[src/rtl/fiber_block_buffer.sv]
// Single-block fiber buffer: packs a 17-bit word stream four words per SRAM line,
// then replays the stored block from SRAM as the same token stream.
module fiber_block_buffer #(
    parameter int ADDR_W = 9,
    parameter int DATA_W = 16,
    parameter int LANES  = 4
) (
    input  logic                    clk,
    input  logic                    rst_n,
    input  logic                    clk_en,
    input  logic                    flush,
    input  logic                    tile_en,
    input  logic [DATA_W:0]         block_wr_in,
    input  logic                    block_wr_in_valid,
    output logic                    block_wr_in_ready,
    output logic [DATA_W:0]         block_rd_out,
    output logic                    block_rd_out_valid,
    input  logic                    block_rd_out_ready,
    output logic [ADDR_W-1:0]       addr_to_mem,
    output logic [DATA_W*LANES-1:0] data_to_mem,
    output logic                    wen_to_mem,
    output logic                    ren_to_mem,
    input  logic [DATA_W*LANES-1:0] data_from_mem
);

    localparam int TOK_W  = DATA_W + 1;
    localparam int LINE_W = DATA_W * LANES;
    localparam int LANE_W = $clog2(LANES);

    localparam logic [TOK_W-1:0]  DONE_TOKEN = {1'b1, DATA_W'(16'h0100)};
    localparam logic [LANE_W-1:0] LAST_LANE  = LANE_W'(LANES - 1);

    typedef enum logic [1:0] {W_LEN, W_DATA, W_DONE, W_WAIT} w_state_t;
    typedef enum logic [2:0] {R_IDLE, R_LEN, R_FETCH, R_LOAD, R_DATA, R_EOS} r_state_t;

    w_state_t            w_state;
    r_state_t            r_state;
    logic [DATA_W-1:0]   wr_len;
    logic [DATA_W-1:0]   wr_cnt;
    logic [DATA_W-1:0]   rd_cnt;
    logic [LINE_W-1:0]   staging;
    logic [LINE_W-1:0]   merged;
    logic [LINE_W-1:0]   rd_buf;
    logic [TOK_W-1:0]    rd_token;
    logic                rd_valid;
    logic                len_absent;
    logic                full;

    logic                active;
    logic                wr_fire;
    logic                rd_fire;
    logic                tok_ctrl;
    logic                tok_done;
    logic [DATA_W-1:0]   tok_word;
    logic [LANE_W-1:0]   wr_lane;
    logic [LANE_W-1:0]   rd_lane;
    logic [LANE_W-1:0]   rd_lane_nxt;
    logic                wr_last;
    logic                rd_last;
    logic                line_write;
    logic                blk_close;
    logic                blk_close_empty;
    logic                eos_fire;

    // A stalled or disabled tile must never see a handshake, so clk_en and flush gate it too.
    assign active   = clk_en & tile_en & ~flush;

    assign block_wr_in_ready  = active & (w_state != W_WAIT);
    assign block_rd_out_valid = active & rd_valid;
    assign block_rd_out       = rd_token;

    assign wr_fire  = block_wr_in_valid & block_wr_in_ready;
    assign rd_fire  = block_rd_out_valid & block_rd_out_ready;
    assign tok_ctrl = block_wr_in[DATA_W];
    assign tok_done = (block_wr_in == DONE_TOKEN);
    assign tok_word = block_wr_in[DATA_W-1:0];

    assign wr_lane     = wr_cnt[LANE_W-1:0];
    assign rd_lane     = rd_cnt[LANE_W-1:0];
    assign rd_lane_nxt = rd_lane + 1'b1;
    assign wr_last     = (wr_cnt == wr_len - 1'b1);
    assign rd_last     = (rd_cnt == wr_len - 1'b1);

    assign line_write = wr_fire & (w_state == W_DATA) & ~tok_ctrl &
                        ((wr_lane == LAST_LANE) | wr_last);
    assign blk_close       = wr_fire & tok_done & ((w_state == W_LEN) | (w_state == W_DONE));
    assign blk_close_empty = blk_close & (w_state == W_LEN);
    assign eos_fire        = rd_fire & (r_state == R_EOS);

    // NOTE: always_comb assigns every output a default first so no path can infer a latch.
    always_comb begin
        merged = staging;
        merged[wr_lane*DATA_W +: DATA_W] = tok_word;
    end

    // The line is written in the cycle its last word arrives, so the port is driven combinationally.
    always_comb begin
        wen_to_mem  = line_write;
        ren_to_mem  = active & (r_state == R_FETCH);
        addr_to_mem = '0;
        data_to_mem = '0;
        if (line_write) begin
            addr_to_mem = wr_cnt[LANE_W +: ADDR_W];
            data_to_mem = merged;
        end else if (ren_to_mem) begin
            addr_to_mem = rd_cnt[LANE_W +: ADDR_W];
        end
    end

    // NOTE: sequential state uses non-blocking assignments so every register samples pre-edge values.
    always_ff @(posedge clk or negedge rst_n) begin
        if (!rst_n) begin
            w_state    <= W_LEN;
            wr_len     <= '0;
            wr_cnt     <= '0;
            staging    <= '0;
            len_absent <= 1'b0;
        end else if (flush) begin
            w_state    <= W_LEN;
            wr_len     <= '0;
            wr_cnt     <= '0;
            staging    <= '0;
            len_absent <= 1'b0;
        end else if (clk_en) begin
            case (w_state)
                W_LEN: begin
                    if (wr_fire) begin
                        if (tok_done) begin
                            len_absent <= 1'b1;
                            w_state    <= W_WAIT;
                        end else if (!tok_ctrl) begin
                            len_absent <= 1'b0;
                            wr_len     <= tok_word;
                            wr_cnt     <= '0;
                            staging    <= '0;
                            w_state    <= (tok_word == '0) ? W_DONE : W_DATA;
                        end
                    end
                end
                W_DATA: begin
                    if (wr_fire && !tok_ctrl) begin
                        wr_cnt  <= wr_cnt + 1'b1;
                        staging <= line_write ? '0 : merged;
                        if (wr_last) w_state <= W_DONE;
                    end
                end
                W_DONE: begin
                    if (wr_fire && tok_done) w_state <= W_WAIT;
                end
                W_WAIT: begin
                    if (!full) w_state <= W_LEN;
                end
                default: w_state <= W_LEN;
            endcase
        end
    end

    always_ff @(posedge clk or negedge rst_n) begin
        if (!rst_n) begin
            full <= 1'b0;
        end else if (flush) begin
            full <= 1'b0;
        end else if (blk_close) begin
            full <= 1'b1;
        end else if (eos_fire) begin
            full <= 1'b0;
        end
    end

    // The read side leaves idle on the same edge the block closes, saving a cycle of latency.
    always_ff @(posedge clk or negedge rst_n) begin
        if (!rst_n) begin
            r_state  <= R_IDLE;
            rd_cnt   <= '0;
            rd_buf   <= '0;
            rd_token <= '0;
            rd_valid <= 1'b0;
        end else if (flush) begin
            r_state  <= R_IDLE;
            rd_cnt   <= '0;
            rd_buf   <= '0;
            rd_token <= '0;
            rd_valid <= 1'b0;
        end else if (clk_en && tile_en) begin
            case (r_state)
                R_IDLE: begin
                    if (blk_close) begin
                        rd_valid <= 1'b1;
                        if (blk_close_empty) begin
                            rd_token <= DONE_TOKEN;
                            r_state  <= R_EOS;
                        end else begin
                            rd_token <= {1'b0, wr_len};
                            r_state  <= R_LEN;
                        end
                    end
                end
                R_LEN: begin
                    if (rd_fire) begin
                        rd_cnt <= '0;
                        if (wr_len == '0) begin
                            rd_token <= DONE_TOKEN;
                            r_state  <= R_EOS;
                        end else begin
                            rd_valid <= 1'b0;
                            r_state  <= R_FETCH;
                        end
                    end
                end
                R_FETCH: r_state <= R_LOAD;
                R_LOAD: begin
                    rd_buf   <= data_from_mem;
                    rd_token <= {1'b0, data_from_mem[rd_lane*DATA_W +: DATA_W]};
                    rd_valid <= 1'b1;
                    r_state  <= R_DATA;
                end
                R_DATA: begin
                    if (rd_fire) begin
                        rd_cnt <= rd_cnt + 1'b1;
                        if (rd_last) begin
                            rd_token <= DONE_TOKEN;
                            r_state  <= R_EOS;
                        end else if (rd_lane == LAST_LANE) begin
                            rd_valid <= 1'b0;
                            r_state  <= R_FETCH;
                        end else begin
                            rd_token <= {1'b0, rd_buf[rd_lane_nxt*DATA_W +: DATA_W]};
                        end
                    end
                end
                R_EOS: begin
                    if (rd_fire) begin
                        rd_valid <= 1'b0;
                        rd_token <= '0;
                        r_state  <= R_IDLE;
                    end
                end
                default: r_state <= R_IDLE;
            endcase
        end
    end

endmodule

[config.mk]
export PLATFORM = sky130hd
export DESIGN_NAME = fiber_block_buffer
export DESIGN_NICKNAME = d
export VERILOG_FILES = /design/src/rtl/fiber_block_buffer.sv
export SDC_FILE = /design/constraint.sdc
export NUM_CORES = 1
export LEC_CHECK = 0
export CAP_MARGIN = 20
export CORE_AREA = 2 2 160 162
export DETAILED_ROUTE_END_ITERATION = 7
export DIE_AREA = 0 0 162 164
export HOLD_SLACK_MARGIN = 0.05
export PLACE_DENSITY_LB_ADDON = 0.1
export REMOVE_ABC_BUFFERS = 1
export SLEW_MARGIN = 20
export SYNTH_ARGS = -nofsm -noshare
export SYNTH_HDL_FRONTEND = slang
export SYNTH_SLANG_ARGS = --single-unit
[constraint.sdc]
create_clock -name clk -period 3.4 [get_ports clk]
set_input_delay 0.51 -clock clk [delete_from_list [all_inputs] [get_ports clk]]
set_output_delay 0.51 -clock clk [all_outputs]
set_load 0.02 [all_outputs]
* Word-level counts from Yosys, hierarchy flattened
Cells that the tools add are included.
Word-level totals: bits in latches 0, register bits after elaboration 200, bits in writable memories 0, output and inout bits 94, memories kept 0, bits of input ports 88, word-level logic and storage cells 175, bits in read-only memories 0
Operators by class: shift operators 4, $add $sub $neg 5, reduce and logical (&&, ||, !) cells 25, $lt $le $gt $ge 0, eq/ne operators 34, div/mod/pow operators 0, bitwise operators 18, $mul 0, muxes and demuxes 79
Operators by type and width (count):
- 64-bit 2-to-1 mux | 11
- 16-bit 2-to-1 mux | 16
- 17-bit 2-to-1 mux | 10
- 64-bit case mux with 2 select lines | 1
- 64-bit by 7-bit indexed part select with 16-bit output | 2
- 17-bit case mux with 5 select lines | 1
- 64-bit bitwise mux | 1
- 16-bit case mux with 2 select lines | 2
- 16-bit by 34-bit variable shift with 64-bit output (first input constant) | 1
- 16-bit by 34-bit indexed part select with 64-bit output | 1
- 3-bit != test (second input constant) | 13
- 6-bit negator with 34-bit output | 1
- 16-bit by 1-bit adder with 16-bit output (second input constant) | 2
- 16-bit equality test | 2
- 16-bit logical NOT | 2
- 3-bit 2-to-1 mux | 10
- 2-bit 2-to-1 mux | 10
- 9-bit 2-to-1 mux | 2
- 3-bit case mux with 6 select lines | 1
- 17-bit equality test (second input constant) | 1
- 16-bit by 1-bit subtractor with 16-bit output (second input constant) | 1
- 1-bit bitwise AND | 14
- 1-bit 2-to-1 mux | 12
- 4-bit != test (second input constant) | 3
- other kinds (26) | 45

* Logic depth before layout (Yosys ltp)
word-level depth 12, gate-level depth with buffers 16, mapped depth without buffers 10

* Worst setup path before layout
OpenSTA, ideal clock, no wires.
path kind reg-to-output, start point register wr_len[0], end point output data_to_mem[10], path buffers 5, stages on the path, launching flop included 15, data arrival time 2.978 ns, slack -0.088 ns, cells stage by stage dfrtp_1 -> buf_2 -> inv_1 -> ha_1 -> buf_2 -> nor2b_1 -> clkbuf_1 -> a31oi_1 -> a211o_1 -> or4_4 -> nor2_1 -> o21bai_1 -> buf_2 -> clkbuf_1 -> nor2_1
Between the ends: longest elaborated chain between the ends 5
RTL lines:
- start: declaration | line 38 | logic [DATA_W-1:0] wr_len;
- start signal: assignment | line 133 | wr_len <= tok_word;
- 16-bit by 1-bit subtractor with 16-bit output | line 81 | assign wr_last = (wr_cnt == wr_len - 1'b1);
- 16-bit equality test | line 81
- 1-bit OR | line 85 | ((wr_lane == LAST_LANE) | wr_last);
- 1-bit bitwise AND | line 84 | assign line_write = wr_fire & (w_state == W_DATA) & ~tok_ctrl &
- 64-bit 2-to-1 mux | line 102 | if (line_write) begin
- end: declaration | line 20 | output logic [DATA_W*LANES-1:0] data_to_mem,
No other way between the ends.

* Final worst setup path
start point register wr_len[0], end point output addr_to_mem[4]
Between the ends: longest elaborated chain between the ends 5
RTL lines:
- 16-bit by 1-bit subtractor with 16-bit output | line 81
- 16-bit equality test | line 81
- 1-bit OR | line 85
- 1-bit bitwise AND | line 84
- 9-bit 2-to-1 mux | line 102
- end: declaration | line 19 | output logic [ADDR_W-1:0] addr_to_mem,
No other way between the ends.

==> results.md <==
* Clock Sinks at 200
* Main combinational cell family by area after synthesis: simple AND/OR/NAND/NOR gates
* Mean Syn Cell Area at 8.85 sq um
* Leading cell type in the layout, fill and taps excluded: nand2_1
* Total GRT Usage at 0.293
* Worst-Skew Late Latency at ~450 ps
* Routed wire length at ~40 mm
* Routed vias/inst at 5.94
* Maxcap violations at 0
* Global-route wire length before repair at slightly above 60 mm
* Most frequent CP cell: buf_4
* VDD IR max at 0.307 mV
* Adder-Cell Fraction of Synth Area at 0.0123
* Fraction of the mapped netlist area in compound gates at 0.189
* CTS max path bufs at 2
* Via Count at roughly 12,000
* Total CTS buffers at 17
* Setup WS post-layout at -412 ps
* Mux cell area share after synthesis at 0.0861
* First-pass DRT Iterations at 5
* Die X at 162 microns
* Failing checks: setup timing
* Yosys warnings at 0
* DP HPWL at 27.3 mm
* GRT overflow at 0
* EDFF count, synth at 0
* IO buf count at between 150 and 200
* Die area at 26,600 sq um
* Diodes inserted at 0
* Commonest cells after routing, fill and taps aside: 212 x nand2_1, 206 x buf_4, 198 x dfrtp_1, 152 x a21oi_1, 105 x clkdlybuf4s50_1
* Routed Antenna Nets at 0
* Fin nets at 1,732
* Critical Path End Type: primary output
* Post-DR wirelength/cell at 20.3 microns
* Slowest Stage Delay on Critical Path at 480 ps
* Cell variety after synth at 74
* Number of synthesized register bits at 200
* Least-Margin Pin Slew at 1040 ps
* CTS clk-pin slew, worst paths at 80 ps
* Tmin final at 3810 ps
* R2R Path End: w_state[1]$_DFFE_PN0P_
* RSZ-0062 raised after global routing: yes
* Crit. Startpoint: wr_len[0]$_DFFE_PN0P_
* Vias in the first global route at roughly 11,000
* Cell row count at 58
* Part of the cycle the worst path needs at 1.12
* Layout cell share with drive strength beyond 1 at 0.241
* Reg2reg start: wr_len[3]$_DFFE_PN0P_
* CP max-delay cell: or4b_4
* # DRC at 0
* CP bufs+invs at 4
* Synth Cell Area at 12,200 sq um
* Top FF cell, synth: dfrtp_1
* Async S/R FF share, synth at 1.00
* Core area at 24,800 sq um
* Post-Synth Simple-Gate Area at 0.219
* Worst Path Class, Setup: reg2out
* Critical Path RT at a little under 3000 ps
* Xor and xnor area share after synthesis at 0.0341
* Slew Limit Fails at 0
* Largest net degree at the start of global routing at 96
* Critical Path AT at 3300 ps
* Setup Slack @ Placement at -626 ps
* Post-Synthesis Cells at 1,381
* HP Class: in2async
* Clk root buf: clkbuf_16
* Max_slew headroom at 0.307
* Initial antenna violation count at 0
* Hold_buf cts at 0
* Drt first-iter violations at 1,096
* RePlAce Congestion at just over 0.9
* Clock skew at 16.9 ps
* Power Density at 350 nW/um^2
* Seq/Total Area, Yosys at 0.410
* Count of final hold-check violations at 0
* I/O Pins at 182
* Crit-path leading delay family: simple AND/OR/NAND/NOR gates
* Outcome: finished with violations
* Area growth syn-to-layout at 33.8%
* Final Setup Violations at 74
* Initial core utilization at 0.492
* Crit path max fanout at 8
* CTS tree: done
* Die height at 164 microns
* Setup TNS at -23,050 ps
* R2R depth at 11
* Leakage at 6.94 nW
* Crit path launch type: flip-flop
* # H-tree levels at 4
* Fmax achieved at 262 MHz
* Fillcell total at 2,121
* R2r setup slk at 0 ps
* Cells along the critical path: inv_2 > ha_4 > or4b_4 > o21ai_2 > and3_1 > nor3_1 > or4_4 > nor2_4 > o21bai_4 > buf_4 > buf_12 > mux2i_2 > buf_4
-- power by group --
| part | internal (mW) | leakage, nW | switching, mW | total, mW |
|---|---|---|---|---|
| combinational | 0.475 | 3.86 | 0.539 | 1.01 |
| sequential | 2.41 | 2.77 | 0.0374 | 2.45 |
| clock | 1.21 | 0.317 | 1.06 | 2.26 |
-- cell usage after synthesis (15+ instances only) --
cell	number	share of area
xor2_1	25	0.018
o22ai_1	15	0.0077
nand2b_1	25	0.013
o21ai_0	57	0.023
mux4_2	32	0.059
xnor2_1	20	0.014
a22o_1	65	0.047
or3_1	15	0.0077
nor2_1	110	0.034
buf_2	18	0.0074
a21oi_1	155	0.063
dfrtp_1	200	0.41
nand2_1	212	0.065
a22oi_1	15	0.0092
clkbuf_1	85	0.026
nor2b_1	70	0.036
inv_1	31	0.0095
nand3_1	25	0.010
-- per-layer routing --
layer / track usage / share of wire
met2: 0.468 / 0.47
met3: 0.0444 / 0.062
met5: 0 / 0
met1: 0.411 / 0.44
met4: 0.100 / 0.026
-- repair_timing --
| item | CTS | global route |
|---|---|---|
| endpoints found under the setup margin | 89 | 159 |
| gates cloned | 0 | 5 |
| pin swaps | 2 | 14 |
| gates resized for setup | 236 | 227 |
| buffers inserted | 1 | 25 |
-- cells by family (layout without fill, tap and decap cells) --
logic type / after synthesis / in the layout
simple gates: 541 / 541
compound gates: 366 / 366
flops: 200 / 200
buf+inv: 153 / 416
mux: 63 / 63
xor+xnor: 46 / 46
fa+ha+maj: 12 / 12
-- area by class of cell --
class / count / area [sq um] / area share
Inverter: 32 / 120 / 0.00735
Clock buffer: 17 / 425 / 0.0260
Tap cell: 330 / 413 / 0.0253
Timing Repair Buffer: 353 / 3230 / 0.198
Sequential cell: 200 / 5010 / 0.306
Multi-Input combinational cell: 1028 / 6920 / 0.423
Clock inverter: 14 / 234 / 0.0143
-- worst max-delay path by stage --
| stage | endpoint | slack, ps | cells past startpoint |
|---|---|---|---|
| after floorplan | addr_to_mem[0] | -2580 | 8 |
| after global placement | data_to_mem[24] | -520 | 11 |
| after detailed placement | data_to_mem[39] | -630 | 12 |
| after CTS | data_to_mem[45] | -420 | 13 |
| after global routing | addr_to_mem[4] | -590 | 13 |
| final | addr_to_mem[4] | -410 | 13 |
-- sequential cells by signal, summed over array words and instances (netlist names) --
signal and count:
w_state 2, rd_buf 64, r_state 3, wr_cnt 16, rd_valid 1, staging 64
wr_len 16, block_rd_out 17, rd_cnt 16, full 1
-- through the flow --
stage	power, mW	util	std cells	hold slack, ps	instance area (sq um)
after floorplan	2.86	-	1260	214	11700
after detailed placement	3.42	0.610	1913	476	15100
after CTS	5.68	0.641	1945	163	15900
after global placement	3.42	0.610	1913	476	15100
final	5.72	0.659	1974	115	16300
after global routing	5.91	0.659	1974	183	16300
Power figures use the tool's default switching activity.
